File: config.mk
export PLATFORM = sky130hd
export DESIGN_NAME = cpu_sequencer
export DESIGN_NICKNAME = d
export VERILOG_FILES = /design/src/rtl/cpu_defs_pkg.sv /design/src/rtl/cpu_sequencer.sv
export SDC_FILE = /design/constraint.sdc
export NUM_CORES = 1
export LEC_CHECK = 0
export ABC_AREA = 1
export CORE_UTILIZATION = 41
export CTS_CLUSTER_DIAMETER = 100
export DETAILED_ROUTE_END_ITERATION = 12
export PLACE_DENSITY = 0.75
export RECOVER_POWER = 100
export SYNTH_ARGS = -nofsm -noshare
export SYNTH_HDL_FRONTEND = slang
export SYNTH_SLANG_ARGS = --single-unit
File: constraint.sdc
create_clock -name clk -period 1.2 [get_ports clk]
set_clock_uncertainty 0.05 [all_clocks]
set_input_delay 0.12 -clock clk [delete_from_list [all_inputs] [get_ports clk]]
set_output_delay 0.12 -clock clk [all_outputs]
set_load 0.01 [all_outputs]
File: src/rtl/cpu_defs_pkg.sv
// rtl/cpu_defs_pkg.sv - opcode and instruction field definitions shared by cpu_sequencer and control_unit
// Instruction word: [15:12] opcode, [11:9] dest, [8:6] src1, [5:3] src2, [2:0] unused.
package cpu_defs_pkg;

  localparam logic [3:0] OP_ADD  = 4'b0000;
  localparam logic [3:0] OP_SUB  = 4'b0001;
  localparam logic [3:0] OP_MOV  = 4'b1000;
  localparam logic [3:0] OP_CMP  = 4'b1001;
  localparam logic [3:0] OP_JMP  = 4'b1100;
  localparam logic [3:0] OP_HALT = 4'b1111;

  localparam int OPC_MSB  = 15;
  localparam int OPC_LSB  = 12;
  localparam int DEST_MSB = 11;
  localparam int DEST_LSB = 9;
  localparam int SRC1_MSB = 8;
  localparam int SRC1_LSB = 6;
  localparam int SRC2_MSB = 5;
  localparam int SRC2_LSB = 3;
  localparam int TGT_W    = 12;  // JMP target occupies [11:0]

  function automatic logic [3:0] get_opcode(input logic [15:0] word);
    return word[OPC_MSB:OPC_LSB];
  endfunction

endpackage

File: src/rtl/cpu_sequencer.sv
// rtl/cpu_sequencer.sv - multicycle fetch/decode/execute/writeback controller for the mini CPU
// Ports:
//   clk, rst           clock; synchronous active-high reset
//   run                level, start/continue execution
//   imem_req/addr      fetch request (held until ack) and address (= pc)
//   imem_ack/rdata     fetch accept and instruction word
//   instr              instruction register, feeds control_unit
//   cu_write_en        control_unit write enable for the current instruction
//   alu_en, rf_we      single-cycle ALU capture and register-file write strobes
//   pc                 program counter
//   busy, halted, fault  status: executing, HALT executed, fetch timeout
module cpu_sequencer #(
  parameter int PC_W    = 8,
  parameter int TIMEOUT = 15
) (
  input  logic            clk,
  input  logic            rst,
  input  logic            run,
  output logic            imem_req,
  output logic [PC_W-1:0] imem_addr,
  input  logic            imem_ack,
  input  logic [15:0]     imem_rdata,
  output logic [15:0]     instr,
  input  logic            cu_write_en,
  output logic            alu_en,
  output logic            rf_we,
  output logic [PC_W-1:0] pc,
  output logic            busy,
  output logic            halted,
  output logic            fault
);
  import cpu_defs_pkg::*;

  typedef enum logic [2:0] {
    S_IDLE   = 3'd0,
    S_FETCH  = 3'd1,
    S_DECODE = 3'd2,
    S_EXEC   = 3'd3,
    S_WB     = 3'd4,
    S_HALT   = 3'd5
  } state_t;

  // The counter holds the number of no-ack cycles already spent in FETCH, so
  // the TIMEOUT-th consecutive no-ack cycle is the one seeing TO_LAST.
  localparam logic [7:0] TO_LAST = 8'(TIMEOUT - 1);

  state_t          state, state_nxt;
  logic [15:0]     ir;
  logic [7:0]      fetch_cnt;
  logic [PC_W-1:0] jmp_target;
  logic            is_jmp;
  logic            fetch_timeout;

  assign instr         = ir;
  assign is_jmp        = (get_opcode(ir) == OP_JMP);
  // An ack in the timeout cycle still wins.
  assign fetch_timeout = (state == S_FETCH) && !imem_ack && (fetch_cnt == TO_LAST);
  assign imem_addr     = imem_req ? pc : '0;

  // Truncate or zero-extend the 12-bit target field to PC_W.
  always_comb begin
    jmp_target = '0;
    for (int i = 0; i < PC_W && i < TGT_W; i++) jmp_target[i] = ir[i];
  end

  always_ff @(posedge clk) begin
    if (rst) begin
      state     <= S_IDLE;
      pc        <= '0;
      ir        <= '0;
      fetch_cnt <= '0;
      halted    <= 1'b0;
      fault     <= 1'b0;
    end else begin
      state     <= state_nxt;
      // Non-FETCH states hold the counter at zero, so it starts clean on entry.
      fetch_cnt <= (state == S_FETCH && !imem_ack) ? fetch_cnt + 8'd1 : 8'd0;
      if (state == S_FETCH && imem_ack) ir <= imem_rdata;
      if (fetch_timeout) fault <= 1'b1;
      if (state == S_DECODE && get_opcode(ir) == OP_HALT) halted <= 1'b1;
      if (state == S_WB) pc <= is_jmp ? jmp_target : pc + PC_W'(1);
    end
  end

  always_comb begin
    state_nxt = state;
    imem_req  = 1'b0;
    alu_en    = 1'b0;
    rf_we     = 1'b0;
    busy      = 1'b0;
    case (state)
      S_IDLE: begin
        if (run) state_nxt = S_FETCH;
      end
      S_FETCH: begin
        busy     = 1'b1;
        imem_req = 1'b1;
        if (imem_ack)           state_nxt = S_DECODE;
        else if (fetch_timeout) state_nxt = S_HALT;
      end
      S_DECODE: begin
        busy      = 1'b1;
        state_nxt = (get_opcode(ir) == OP_HALT) ? S_HALT : S_EXEC;
      end
      S_EXEC: begin
        busy      = 1'b1;
        alu_en    = !is_jmp;
        state_nxt = S_WB;
      end
      S_WB: begin
        busy      = 1'b1;
        rf_we     = cu_write_en && !is_jmp;
        state_nxt = run ? S_FETCH : S_IDLE;
      end
      S_HALT: state_nxt = S_HALT;
      default: state_nxt = S_IDLE;
    endcase
    // A reset cycle must not launch a fetch or a write.
    if (rst) begin
      imem_req = 1'b0;
      alu_en   = 1'b0;
      rf_we    = 1'b0;
    end
  end

endmodule
==> results of run 1 <==
[Yosys cell counts (2+ instances only)]
cell | instances | area (um^2)
a21oi_1 | 12 | 60.06
dfxtp_1 | 37 | 740.7
nor2_2 | 2 | 12.51
o21ai_0 | 22 | 110.1
nor2_4 | 2 | 22.52
ha_1 | 3 | 37.54
inv_2 | 4 | 15.01
nand2_1 | 44 | 165.2
buf_6 | 2 | 22.52
a21oi_2 | 4 | 35.03
nand3_1 | 17 | 85.08
o21ai_1 | 7 | 35.03
nor2_1 | 54 | 202.7
nand2_4 | 2 | 22.52
buf_2 | 2 | 10.01
nor3_1 | 4 | 20.02
inv_1 | 27 | 101.4
[cell type report]
class | count | share of cell area [%]
Clock buffer | 7 | 2.651
Clock inverter | 1 | 0.9220
Inverter | 32 | 4.149
Multi-Input combinational cell | 185 | 35.15
Sequential cell | 37 | 23.05
Tap cell | 50 | 1.921
Timing Repair Buffer | 118 | 31.62
Timing Repair inverter | 2 | 0.5378
[flip-flops by register name, indices dropped and copies added, names as in the netlist]
| register | flops |
|---|---|
| instr | 16 |
| fetch_cnt | 8 |
| pc | 8 |
| state | 3 |
| fault | 1 |
| halted | 1 |
[cell families after synthesis]
kind of cell | count (synthesis) | synth area share (%)
and+or+nand+nor | 132 | 32.63
DFF | 37 | 40.58
AOI/OAI and AO/OA | 48 | 14.33
buffers and inverters | 39 | 9.938
xor gates and xnor gates | 1 | 0.4799
adders and majority gates | 3 | 2.056
[timing repair]
action,4_1_cts,5_1_grt
pin swaps,6,12
gates cloned,3,1
setup endpoints to repair,75,57
resized for setup,131,56
buffers inserted,12,5
[metrics by stage]
| step | instance area [um^2] | setup slack, ns | utilization (%) |
|---|---|---|---|
| 3_3_place_gp | 2766 | -0.5696 | 66.76 |
| 6_report | 3257 | -0.4237 | 78.59 |
| 2_1_floorplan | 1837 | -0.005138 | - |
| 5_1_grt | 3257 | -0.5119 | 78.59 |
| 4_1_cts | 3099 | -0.3370 | 74.79 |
| 3_5_place_dp | 2766 | -0.5979 | 66.76 |
[power groups by stage]
| stage | registers, mW | logic [mW] | clock network (mW) |
|---|---|---|---|
| 5_1_grt | 1.39 | 1.26 | 1.19 |
| 6_report | 1.38 | 1.19 | 1.13 |
| 4_1_cts | 1.37 | 1.02 | 1.14 |
| 3_3_place_gp | 1.39 | 0.810 | 0 |
| 3_5_place_dp | 1.40 | 0.823 | 0 |
| 2_1_floorplan | 1.43 | 0.332 | 0 |
[per-layer routing]
layer	vias to the layer above	track usage, %	wire length (um)	part of all wire (%)
li1	1079	-	-	-
met1	1024	28.89	2470	38
met2	81	49.26	3413	53
met3	23	5.263	374	5.8
met4	0	12.50	216	3.3
met5	-	0	0	0
[worst paths after layout]
path                  end  cells past startpoint          start
min reg2reg  fetch_cnt[0]                      1   fetch_cnt[0]
max reg2reg      instr[8]                     11       state[0]
max              instr[8]                     11       state[0]
min              instr[6]                      3  imem_rdata[6]
[worst min-delay path, delay by kind of cell]
family	cells	cell delay (ns)
buffers and inverters	1	0.40
and+or+nand+nor	2	0.14
==> summary.txt, run 1 <==
Outcome
  – Outcome: finished with violations
  – Failing checks: setup timing

Placed design
  – Placed instance count: 405
  – Routability Congestion: 0.8571
  – DPL Wire Length: 3.672 mm
  – PortBufs: 58

Final layout
  – Ant. Diodes: 0
  – Share of layout cells above drive strength 1: roughly two fifths
  – Layout Cells excl Fill: between 400 and 500
  – Commonest non-fill, non-tap cells in the layout: nor2_1, nand2_1, buf_4
  – Nets: 405
  – Area grow syn2layout: 78.41%
  – FF/Latch Area: ~750 um^2
  – Multi-input gate area: 1145 um^2
  – Fillers: approximately 290

CTS
  – Number of clock sinks: 37
  – Clock-pin slew on the worst setup and hold paths: ~0.080 ns
  – H-tree levels: 2
  – CTS tree: built
  – CTS Hold Bufs: 0
  – CTS buffer count: 5
  – Clock Latency Late Sink: 0.29 ns
  – Clk buf depth: 2
  – CTS root buffer: clkbuf_8

Setup path
  – Critical path capture point type: flip-flop
  – Worst Path Required: ~1.4 ns
  – Crit-path slowest cell: dfxtp_2
  – Crit path cell chain: buf_6 -> buf_6 -> inv_2 -> nor2_4 -> nand2_4 -> buf_6 -> nor2_8 -> buf_4 -> buf_12 -> o21ai_1 -> nor2_1
  – Startpoint types: flip-flop
  – Crit Path Max Fanout: 6
  – CP top delay family: buffers and inverters
  – Worst Path Buf+Inv: 6
  – CP arrival: 1.79 ns
  – R2r setup slk: -0.42 ns
  – Most used cell, CP: buf_6
  – Crit Path Class: reg -> reg
  – Largest stage delay, worst path: ~0.35 ns

Worst hold path
  – Hold crit path type: in -> reg

Power
  – Int Power: between 2 and 3 mW
  – Switching share of power: between 20% and 30%
  – Sequential cell fraction of total power: 37.3%
  – P_leak: ~1.5 nW
  – Clock Power Share: between 30% and 40%
  – Comb pwr share: between 30% and 40%
  – NetSw: between 1 and 1.5 mW
  – Final Power: 3.701 mW
  – Peak VDD IR: 0.8789 mV
  – P per Cell Area: roughly 1100 nW/um^2

Detailed routing
  – Post-route ant nets: 0
  – Vias post-DR: approximately 2200
  – Drt via density: around 5.1
  – Number of iterations in the first detailed-routing pass: 4
  – Total Wirelength: about 6.5 mm
  – WL per Instance: roughly 15 um
  – DR DRC count: 0
  – 1st-iter DRT viols: 126

Global route
  – Total grt overflow: 0
  – Initial antenna violation count: 0
  – Global Route Usage Sum: about a quarter
  – Number of global-route vias before repair: approximately 2100
  – Global-route wire length before repair: 9.266 mm
  – Largest net degree at the start of global routing: 16

Die
  – Initial core utilization: 44.05%
  – Die area: around 4700 um^2
  – Core area: between 4000 and 5000 um^2
  – Chip height: approximately 70 um
  – DIE WIDTH: roughly 70 um
  – Core Rows: 23
  – # IOs: ~60

Synthesis
  – EDFF count, synth: 0
  – Post-synthesis sequential area ratio: approximately two fifths
  – Post-synthesis cell count: 260
  – Syn nets: ~280
  – Warnings, synthesis: 0
  – Prevailing post-synth register cell: dfxtp_1
  – Ys async rst share: 0%
  – Syn avg cell area: roughly 7 um^2
  – Synth cell types: 32
  – Yosys reg bits: 37
  – Cell area after synthesis: around 1800 um^2

Timing
  – Setup violators final: a little under 50
  – Worst Max-Slew Pin Slew: roughly 0.25 ns
  – RSZ-0062 raised after global routing: yes
  – Tcrit/Tclk final: 135.3%
  – Period minus WS final: between 1.5 and 2 ns
  – Slew headroom: between 80% and 90%
  – Min Hold Slack: between 0.3 and 0.4 ns
  – Setup WS post-layout: -0.4237 ns
  – Final setup TNS: -13.63 ns
  – Highest Clock Rate: slightly above 600 MHz
  – Max-slew violations: 0
  – Final hold vios: 0

Flow run
  – # Max-Cap Violations: 0
Power figures use the tool's default switching activity.
==> inputs of run 2 (changes only) <==
--- a/config.mk
+++ b/config.mk
@@ -8,6 +8,7 @@
 export ABC_AREA = 1
 export CORE_UTILIZATION = 41
 export CTS_CLUSTER_DIAMETER = 100
+export CTS_CLUSTER_SIZE = 12
 export DETAILED_ROUTE_END_ITERATION = 12
 export PLACE_DENSITY = 0.75
 export RECOVER_POWER = 100
==> results of run 2 <==
Final layout, timing and power as in run 1 (identical DEF).
